$ cat config.mk
export PLATFORM = sky130hd
export DESIGN_NAME = pwm_motor_array
export DESIGN_NICKNAME = d
export VERILOG_FILES = /design/src/rtl/pwm_motor_pkg.sv /design/src/rtl/pwm_motor_channel.sv /design/src/rtl/pwm_motor_array.sv
export SDC_FILE = /design/constraint.sdc
export NUM_CORES = 1
export LEC_CHECK = 0
export ABC_AREA = 1
export CORE_UTILIZATION = 52
export CTS_CLUSTER_DIAMETER = 40
export DETAILED_ROUTE_END_ITERATION = 10
export PLACE_DENSITY = 0.69
export SLEW_MARGIN = 20
export SYNTH_ARGS = -nofsm -noshare
export SYNTH_HDL_FRONTEND = slang
export SYNTH_SLANG_ARGS = --single-unit
export TNS_END_PERCENT = 5
$ cat constraint.sdc
create_clock -name clk -period 8.2 [get_ports clk]
set_clock_uncertainty 0.15 [all_clocks]
set_input_delay 1.64 -clock clk [delete_from_list [all_inputs] [get_ports clk]]
set_output_delay 1.64 -clock clk [all_outputs]
set_load 0.03 [all_outputs]
$ cat src/rtl/pwm_motor_pkg.sv
// pwm_motor_pkg
// Shared definitions for the PWM motor array: the per-channel state encoding,
// the four register offsets above BASE_ADDR, and the bit positions inside the
// control register.
package pwm_motor_pkg;

    typedef enum logic [2:0] {
        ST_IDLE    = 3'd0,
        ST_RAMP    = 3'd1,
        ST_HOLD    = 3'd2,
        ST_REVERSE = 3'd3,
        ST_BRAKE   = 3'd4
    } motor_state_t;

    localparam logic [1:0] OFS_SELECT  = 2'd0;
    localparam logic [1:0] OFS_TARGET  = 2'd1;
    localparam logic [1:0] OFS_CONTROL = 2'd2;
    localparam logic [1:0] OFS_STATUS  = 2'd3;

    localparam int CTRL_ENABLE = 0;
    localparam int CTRL_DIR    = 1;
    localparam int CTRL_BRAKE  = 2;

endpackage

$ cat src/rtl/pwm_motor_channel.sv
// pwm_motor_channel
// One motor channel: holds its target/control registers, runs the
// IDLE/RAMP/HOLD/REVERSE/BRAKE state machine and produces a registered PWM bit.
// Ports:
//   clk, reset      - clock, asynchronous active-high reset
//   boundary        - one-cycle pulse on the tick where the shared counter wraps
//   counter_next    - value the shared PWM counter takes at this edge
//   wr_target       - write target duty from wr_data
//   wr_ctrl         - write enable/direction/brake from wr_data
//   wr_data         - processor write data
//   pwm, dir        - registered PWM output and applied direction
//   enable, brake   - current control bits (for status readback)
//   at_target       - cur_duty equals target
//   cur_duty, state - current duty and state (for readback)
module pwm_motor_channel
    import pwm_motor_pkg::*;
#(
    parameter int PWM_BITS  = 8,
    parameter int RAMP_STEP = 4
) (
    input  logic                clk,
    input  logic                reset,
    input  logic                boundary,
    input  logic [PWM_BITS-1:0] counter_next,
    input  logic                wr_target,
    input  logic                wr_ctrl,
    input  logic [7:0]          wr_data,
    output logic                pwm,
    output logic                dir,
    output logic                enable,
    output logic                brake,
    output logic                at_target,
    output logic [PWM_BITS-1:0] cur_duty,
    output motor_state_t        state
);

    // A step larger than full scale behaves like a jump straight to the goal.
    localparam int STEP_CLAMP = (RAMP_STEP >= (1 << PWM_BITS)) ? (1 << PWM_BITS) - 1 : RAMP_STEP;
    localparam logic [PWM_BITS:0]   STEP_GAP = (PWM_BITS+1)'(STEP_CLAMP);
    localparam logic [PWM_BITS-1:0] STEP_INC = PWM_BITS'(STEP_CLAMP);

    logic [PWM_BITS-1:0] target;
    logic                req_dir;
    motor_state_t        state_next;
    logic [PWM_BITS-1:0] duty_next;
    logic [PWM_BITS-1:0] ramp_val;
    logic [PWM_BITS-1:0] down_val;
    logic                dir_next;
    logic                pwm_next;
    logic                disable_now;
    logic                reversing;

    // Moves cur one step toward goal, landing exactly on goal when it is
    // within one step so a ramp never overshoots.
    function automatic logic [PWM_BITS-1:0] step_toward(input logic [PWM_BITS-1:0] cur,
                                                        input logic [PWM_BITS-1:0] goal);
        logic [PWM_BITS:0]   gap;
        logic [PWM_BITS-1:0] result;
        if (cur < goal) begin
            gap    = {1'b0, goal} - {1'b0, cur};
            result = (gap <= STEP_GAP) ? goal : cur + STEP_INC;
        end else begin
            gap    = {1'b0, cur} - {1'b0, goal};
            result = (gap <= STEP_GAP) ? goal : cur - STEP_INC;
        end
        return result;
    endfunction

    // A disable write acts immediately; everything else waits for a boundary.
    assign disable_now = wr_ctrl && !wr_data[CTRL_ENABLE];
    assign reversing   = enable && !brake && (req_dir != dir);
    assign ramp_val    = step_toward(cur_duty, target);
    assign down_val    = step_toward(cur_duty, {PWM_BITS{1'b0}});
    assign at_target   = (cur_duty == target);

    // Processor-visible registers; the boundary logic sees their old values
    // when a write lands on the same edge.
    always_ff @(posedge clk or posedge reset) begin
        if (reset) begin
            target  <= '0;
            enable  <= 1'b0;
            req_dir <= 1'b0;
            brake   <= 1'b0;
        end else begin
            if (wr_target) begin
                target <= wr_data[PWM_BITS-1:0];
            end
            if (wr_ctrl) begin
                enable  <= wr_data[CTRL_ENABLE];
                req_dir <= wr_data[CTRL_DIR];
                brake   <= wr_data[CTRL_BRAKE];
            end
        end
    end

    // State and datapath registers.
    always_ff @(posedge clk or posedge reset) begin
        if (reset) begin
            state    <= ST_IDLE;
            cur_duty <= '0;
            dir      <= 1'b0;
            pwm      <= 1'b0;
        end else begin
            state    <= state_next;
            cur_duty <= duty_next;
            dir      <= dir_next;
            pwm      <= pwm_next;
        end
    end

    // Next state, evaluated in priority order disable > brake > reverse > ramp.
    always_comb begin
        state_next = state;
        if (disable_now) begin
            state_next = ST_IDLE;
        end else if (boundary) begin
            if (!enable) begin
                state_next = ST_IDLE;
            end else if (brake) begin
                state_next = ST_BRAKE;
            end else if (reversing) begin
                state_next = (down_val == '0) ? ST_RAMP : ST_REVERSE;
            end else begin
                state_next = (ramp_val == target) ? ST_HOLD : ST_RAMP;
            end
        end
    end

    // Duty/direction updates; pwm is computed from the values the counter and
    // duty take at this edge so the output lines up with the counter.
    always_comb begin
        duty_next = cur_duty;
        dir_next  = dir;
        if (disable_now) begin
            duty_next = '0;
        end else if (boundary) begin
            if (!enable || brake) begin
                duty_next = '0;
            end else if (reversing) begin
                duty_next = down_val;
                if (down_val == '0) begin
                    dir_next = req_dir;
                end
            end else begin
                duty_next = ramp_val;
            end
        end
        pwm_next = (counter_next < duty_next);
    end

endmodule

$ cat src/rtl/pwm_motor_array.sv
// pwm_motor_array
// Array of NUM_CH ramped PWM motor channels behind a four-register processor
// port. The prescaler, PWM counter and register decode are shared here.
// Ports:
//   clk, reset    - clock, asynchronous active-high reset
//   port_id       - processor port address
//   out_port      - processor write data
//   write_strobe  - one-cycle write qualifier
//   rd_data       - registered read data for the address on port_id
//   pwm, dir      - per-channel registered PWM and applied direction
//   ramp_done     - every enabled channel sits at its target
module pwm_motor_array
    import pwm_motor_pkg::*;
#(
    parameter int         NUM_CH    = 4,
    parameter int         PWM_BITS  = 8,
    parameter int         PRESCALE  = 100,
    parameter int         RAMP_STEP = 4,
    parameter logic [7:0] BASE_ADDR = 8'h20
) (
    input  logic              clk,
    input  logic              reset,
    input  logic [7:0]        port_id,
    input  logic [7:0]        out_port,
    input  logic              write_strobe,
    output logic [7:0]        rd_data,
    output logic [NUM_CH-1:0] pwm,
    output logic [NUM_CH-1:0] dir,
    output logic              ramp_done
);

    localparam int              PS_W     = (PRESCALE > 1) ? $clog2(PRESCALE) : 1;
    localparam logic [PS_W-1:0] PS_LAST  = PS_W'(PRESCALE - 1);
    localparam logic [3:0]      NUM_CH_W = 4'(NUM_CH);

    logic [PS_W-1:0]     prescale_cnt;
    logic                tick;
    logic                boundary;
    logic [PWM_BITS-1:0] counter;
    logic [PWM_BITS-1:0] counter_next;
    logic [2:0]          select;
    logic                addr_hit;
    logic [1:0]          offset;
    logic                sel_valid;
    logic                wr_sel;
    logic                wr_target;
    logic                wr_ctrl;
    logic [7:0]          rd_next;
    logic [PWM_BITS-1:0] sel_duty;
    logic [5:0]          sel_status;

    logic [PWM_BITS-1:0] ch_duty [NUM_CH];
    motor_state_t        ch_state [NUM_CH];
    logic [NUM_CH-1:0]   ch_enable;
    logic [NUM_CH-1:0]   ch_brake;
    logic [NUM_CH-1:0]   ch_at_target;

    assign tick         = (prescale_cnt == PS_LAST);
    assign counter_next = tick ? counter + 1'b1 : counter;
    assign boundary     = tick && (counter == '1);

    assign addr_hit  = (port_id[7:2] == BASE_ADDR[7:2]);
    assign offset    = port_id[1:0];
    assign sel_valid = ({1'b0, select} < NUM_CH_W);
    assign wr_sel    = write_strobe && addr_hit && (offset == OFS_SELECT);
    assign wr_target = write_strobe && addr_hit && (offset == OFS_TARGET) && sel_valid;
    assign wr_ctrl   = write_strobe && addr_hit && (offset == OFS_CONTROL) && sel_valid;

    // Prescaler, PWM counter, channel select and the ramp_done flag.
    always_ff @(posedge clk or posedge reset) begin
        if (reset) begin
            prescale_cnt <= '0;
            counter      <= '0;
            select       <= 3'd0;
            ramp_done    <= 1'b0;
            rd_data      <= 8'h00;
        end else begin
            prescale_cnt <= tick ? '0 : prescale_cnt + 1'b1;
            counter      <= counter_next;
            if (wr_sel) begin
                select <= out_port[2:0];
            end
            ramp_done <= &(ch_at_target | ~ch_enable);
            rd_data   <= rd_next;
        end
    end

    for (genvar i = 0; i < NUM_CH; i++) begin : g_ch
        pwm_motor_channel #(
            .PWM_BITS  (PWM_BITS),
            .RAMP_STEP (RAMP_STEP)
        ) u_channel (
            .clk          (clk),
            .reset        (reset),
            .boundary     (boundary),
            .counter_next (counter_next),
            .wr_target    (wr_target && (select == 3'(i))),
            .wr_ctrl      (wr_ctrl && (select == 3'(i))),
            .wr_data      (out_port),
            .pwm          (pwm[i]),
            .dir          (dir[i]),
            .enable       (ch_enable[i]),
            .brake        (ch_brake[i]),
            .at_target    (ch_at_target[i]),
            .cur_duty     (ch_duty[i]),
            .state        (ch_state[i])
        );
    end

    // Readback of the selected channel; an out-of-range select reads as 0.
    always_comb begin
        sel_duty   = '0;
        sel_status = 6'd0;
        for (int i = 0; i < NUM_CH; i++) begin
            if (select == 3'(i)) begin
                sel_duty   = ch_duty[i];
                sel_status = {ch_state[i], ch_brake[i], dir[i], ch_enable[i]};
            end
        end
    end

    always_comb begin
        rd_next = 8'h00;
        if (addr_hit) begin
            case (offset)
                OFS_SELECT:  rd_next = 8'(select);
                OFS_TARGET:  rd_next = 8'(sel_duty);
                OFS_CONTROL: rd_next = 8'(sel_status);
                OFS_STATUS:  rd_next = 8'(ch_at_target);
                default:     rd_next = 8'h00;
            endcase
        end
    end

endmodule

==> results.tsv <==
stage	metric	value	unit
setup_path	worst_ep_arrival_time	4680	ps
routing	wirelength_met1	19400	um
global_route	grt_pass1_vias	12600	
pwr	power_frac_seq	0.425	
timing	setup_ws	3720	ps
setup_path	critical_path.max_fanout	13	
timing	grt_setup_unrepaired	no	
setup_path	critical_path.endpoint_type	flop	
die	fp.dieArea	25500	um^2
synth	synth.top_cells.by_area	sky130_fd_sc_hd__dfrtp_1 (24%), sky130_fd_sc_hd__nand2_1 (18%), sky130_fd_sc_hd__ha_1 (11%), sky130_fd_sc_hd__nand3_1 (9.3%), sky130_fd_sc_hd__inv_1 (9.3%)	
routing	first_drt_pass_iteration_count	6	
min_path	min_delay_path_depth	1	
pwr	pwr_density_cell	103	nW/um^2
placement	placed_area	13500	um^2
final_layout	area_growth	8.86	%
placement	numPlacedInstances	2362	
final_layout	post_route_cells_drive_above_1_share	0.0599	
clock_tree	ctsHtreeMaxLevel	4	
synth	synth_xor_area_frac	0.0313	
die	std_cell_rows	57	
setup_path	rr_worst_depth	20	
clock_tree	clock_path_buffers	2	
routing	routed-wl-met2	18800	um
global_route	grt_first_pass_wirelength	68200	um
synth	ys.warnings.count	0	
timing	tightest_slew	1000	ps
run_status	outcome	completed	
pwr	clockPowerShare	0.512	
placement	place_ws	3370	ps
timing	setup_violations	0	
global_route	globalRoute.totalOverflow	0	
synth	synth-seq-area-share	0.239	
timing	fin_crit_sh	0.547	
pwr	cell_internal_pwr	1.04	mW
setup_path	setup.worst_path.class	flop to flop	
timing	worst_slew_margin_rel	0.328	
setup_path	worst_path_most_repeated_cell	sky130_fd_sc_hd__nand2_1	
global_route	groute.usage.overall	0.341	
clock_tree	cts-root-buf	sky130_fd_sc_hd__clkbuf_16	
synth	synth_top_family_by_area	simple AND/OR/NAND/NOR gates	
routing	via_per_inst	5.68	
clock_tree	clock_insertion_delay_worst_skew	440	ps
final_layout	mostFrequentLayoutCell	sky130_fd_sc_hd__nand2_1	
final_layout	antenna_cells	0	
timing	layout_min_cycle_time	4480	ps
routing	top_signal_layer_used	met4	
synth	synth_compound_gate_area_share	0.136	
timing	finalSetupTns	0	ps
timing	worst_hold_margin	311	ps
final_layout	filler_cell_count	2482	
routing	routed-wl-met3	3060	um
synth	synth_largest_type_area_fraction	0.239	
placement	placement.io_buffers	35	
placement	place.gp.congestion	0.961	
setup_path	path_cells	inv_1 -> ha_1 -> nand2_1 -> inv_1 -> nand2_1 -> nand2_1 -> nand2_1 -> inv_1 -> nor2_1 -> nor2_1 -> nand3_1 -> nand2_1 -> o211ai_1 -> nand3_1 -> nand2_1 -> nand2_1 -> ha_1 -> a21oi_1 -> o21ai_0 -> a21oi_1	
setup_path	slowest_stage_delay_cp	640	ps
timing	timing_hold_violations_final	0	
pwr	p_sw	0.410	mW
clock_tree	post_cts.resized_instances	0	
final_layout	fin_nets	2186	
pwr	sw_frac_of_total	0.283	
final_layout	layout_common_cells	sky130_fd_sc_hd__nand2_1 (604), sky130_fd_sc_hd__inv_1 (318), sky130_fd_sc_hd__nand3_1 (241)	
synth	synth.distinct_cells	57	
clock_tree	clk_pin_slew	60	ps
synth	instance_count_of_the_mapped_netlist	2036	
routing	route.antenna.remaining_nets	0	
pwr	comb_power_share	0.063	
clock_tree	tritoncts_clock_tree	done	
routing	drt-initial-drc-count	1253	
die	initial_core_util	0.531	
pwr	max_rail_drop_vdd	0.000123	V
die	floorplan.die.width	160	um
setup_path	crit_path_top_delay_cell	sky130_fd_sc_hd__dfrtp_1	
timing	finalMaxSlewViolations	0	
routing	route.detailed.wl_per_inst	17.8	um
clock_tree	cts.sinks	123	
routing	routed-via-count	13600	
routing	drc	0	
pwr	cellLeakagePower	7.51	nW
synth	synthMuxAreaShare	0.000873	
timing	maxClockFrequency	223	MHz
synth	synth_top_cell_by_area	sky130_fd_sc_hd__dfrtp_1	
routing	wirelength	42700	um
synth	synth_area_per_cell	6.34	um^2
synth	net_count_after_synthesis	2165	
die	ioPinCount	36	
clock_tree	post_cts_buffers	0	
clock_tree	hold_buffers	0	
synth	postSynthRegisterBits	123	
run	drv.max_cap_violation_count	0	
final_layout	finalInstanceArea	14000	um^2
global_route	number_of_antenna_violations_at_the_first_check_in_global_routing	0	
synth	synth-adder-area-share	0.107	
setup_path	worstPathRequired	8400	ps
setup_path	critical_path.startpoint_type	flop	
synth	post_synth_instance_area	12900	um^2
final_layout	post_route_insts_no_fill	2394	
die	placeableCoreArea	24300	um^2
clock_tree	cts_made_buffers	17	
placement	place.detailed.hpwl	33400	um
min_path	min_path_type	flop to flop	
die	die_y	160	um
global_route	maximum_number_of_pins_on_one_net_before_global_route_repair	74	
synth	post_synth_and_or_nand_nor_area_fraction	0.373	
## final timing paths
check,from,end,slack [ps]
hold reg to reg,prescale_cnt[0],prescale_cnt[0],310
min in group asynchronous,reset,g_ch[3].u_channel.target[5],1540
hold / removal,prescale_cnt[0],prescale_cnt[0],310
max in group asynchronous,reset,g_ch[0].u_channel.cur_duty[1],4980
setup / recovery,g_ch[0].u_channel.cur_duty[2],g_ch[0].u_channel.pwm,3720
setup reg to reg,g_ch[0].u_channel.cur_duty[2],g_ch[0].u_channel.pwm,3720
## layout make-up
| cell class | instances | area (um^2) | share of cell area |
|---|---|---|---|
| multi-input cells | 1545 | 8380 | 0.596 |
| flip-flops and latches | 123 | 3080 | 0.219 |
| inverters | 333 | 1250 | 0.0892 |
| clock buffers | 17 | 425 | 0.0303 |
| well taps | 324 | 405 | 0.0289 |
| repair buffers | 37 | 365 | 0.0260 |
| clock inverters | 15 | 146 | 0.0104 |
## per-stage QoR
step | utilization | power [mW]
after floorplan | - | 0.680
after global placement | 0.554 | 0.718
after detailed placement | 0.554 | 0.718
after CTS | 0.577 | 1.46
after global routing | 0.578 | 1.50
final | 0.578 | 1.45
## cells by family (layout without fill, tap and decap cells)
kind of cell / Yosys count / count (layout)
XOR/XNOR: 44 / 44
flip-flops: 123 / 123
multiplexers: 1 / 1
AND/OR/NAND/NOR: 1095 / 1095
adder cells (fa/ha/maj): 110 / 110
AO/OA/AOI/OAI: 295 / 295
buffers and inverters: 368 / 402
## power by group through the flow
stage,Clock [mW],Sequential [mW],Combinational [mW]
global route,0.778,0.616,0.102
floorplan,0,0.625,0.0552
global placement,0,0.627,0.0905
CTS,0.750,0.616,0.0911
detailed placement,0,0.627,0.0907
finish,0.742,0.616,0.0917
## per-layer routing
layer	track usage	up-vias
met5	0	-
met3	0.0557	92
li1	-	6629
met1	0.469	6340
met2	0.536	544
met4	0.128	0
## sequential cells by signal, indices dropped and copies added (netlist names), 7 cells and up
name                     count
counter                      8
g_ch.u_channel.cur_duty     32
g_ch.u_channel.state        12
g_ch.u_channel.target       32
prescale_cnt                 7
rd_data                      8
## cells in the mapped netlist (all sizes together)
master	instances
a211oi	5
a21o	4
a21oi	99
a221oi	7
a22o	1
a22oi	7
a2bb2oi	1
a31oi	2
a32o	3
a41oi	1
and2	2
and3	1
buf	20
clkbuf	15
clkinv	1
dfrtp	123
ha	110
inv	332
mux2	1
nand2	624
nand3	247
nand4	25
nor2	162
nor3	16
nor4	4
o2111ai	3
o211ai	21
o21a	5
o21ai	105
o21bai	6
o221ai	5
o22ai	17
o31ai	1
o32ai	2
or2	13
or3	1
xnor2	10
xor2	34
## worst max-delay path: cells and delay by family, from the launching register on
kind            cells  cell delay (ps)
flops               1              640
simple gates       11             1920
compound gates      4              490
buf+inv             3              390
fa+ha+maj           2              810
No activity file was read; power rests on OpenSTA's default activity.
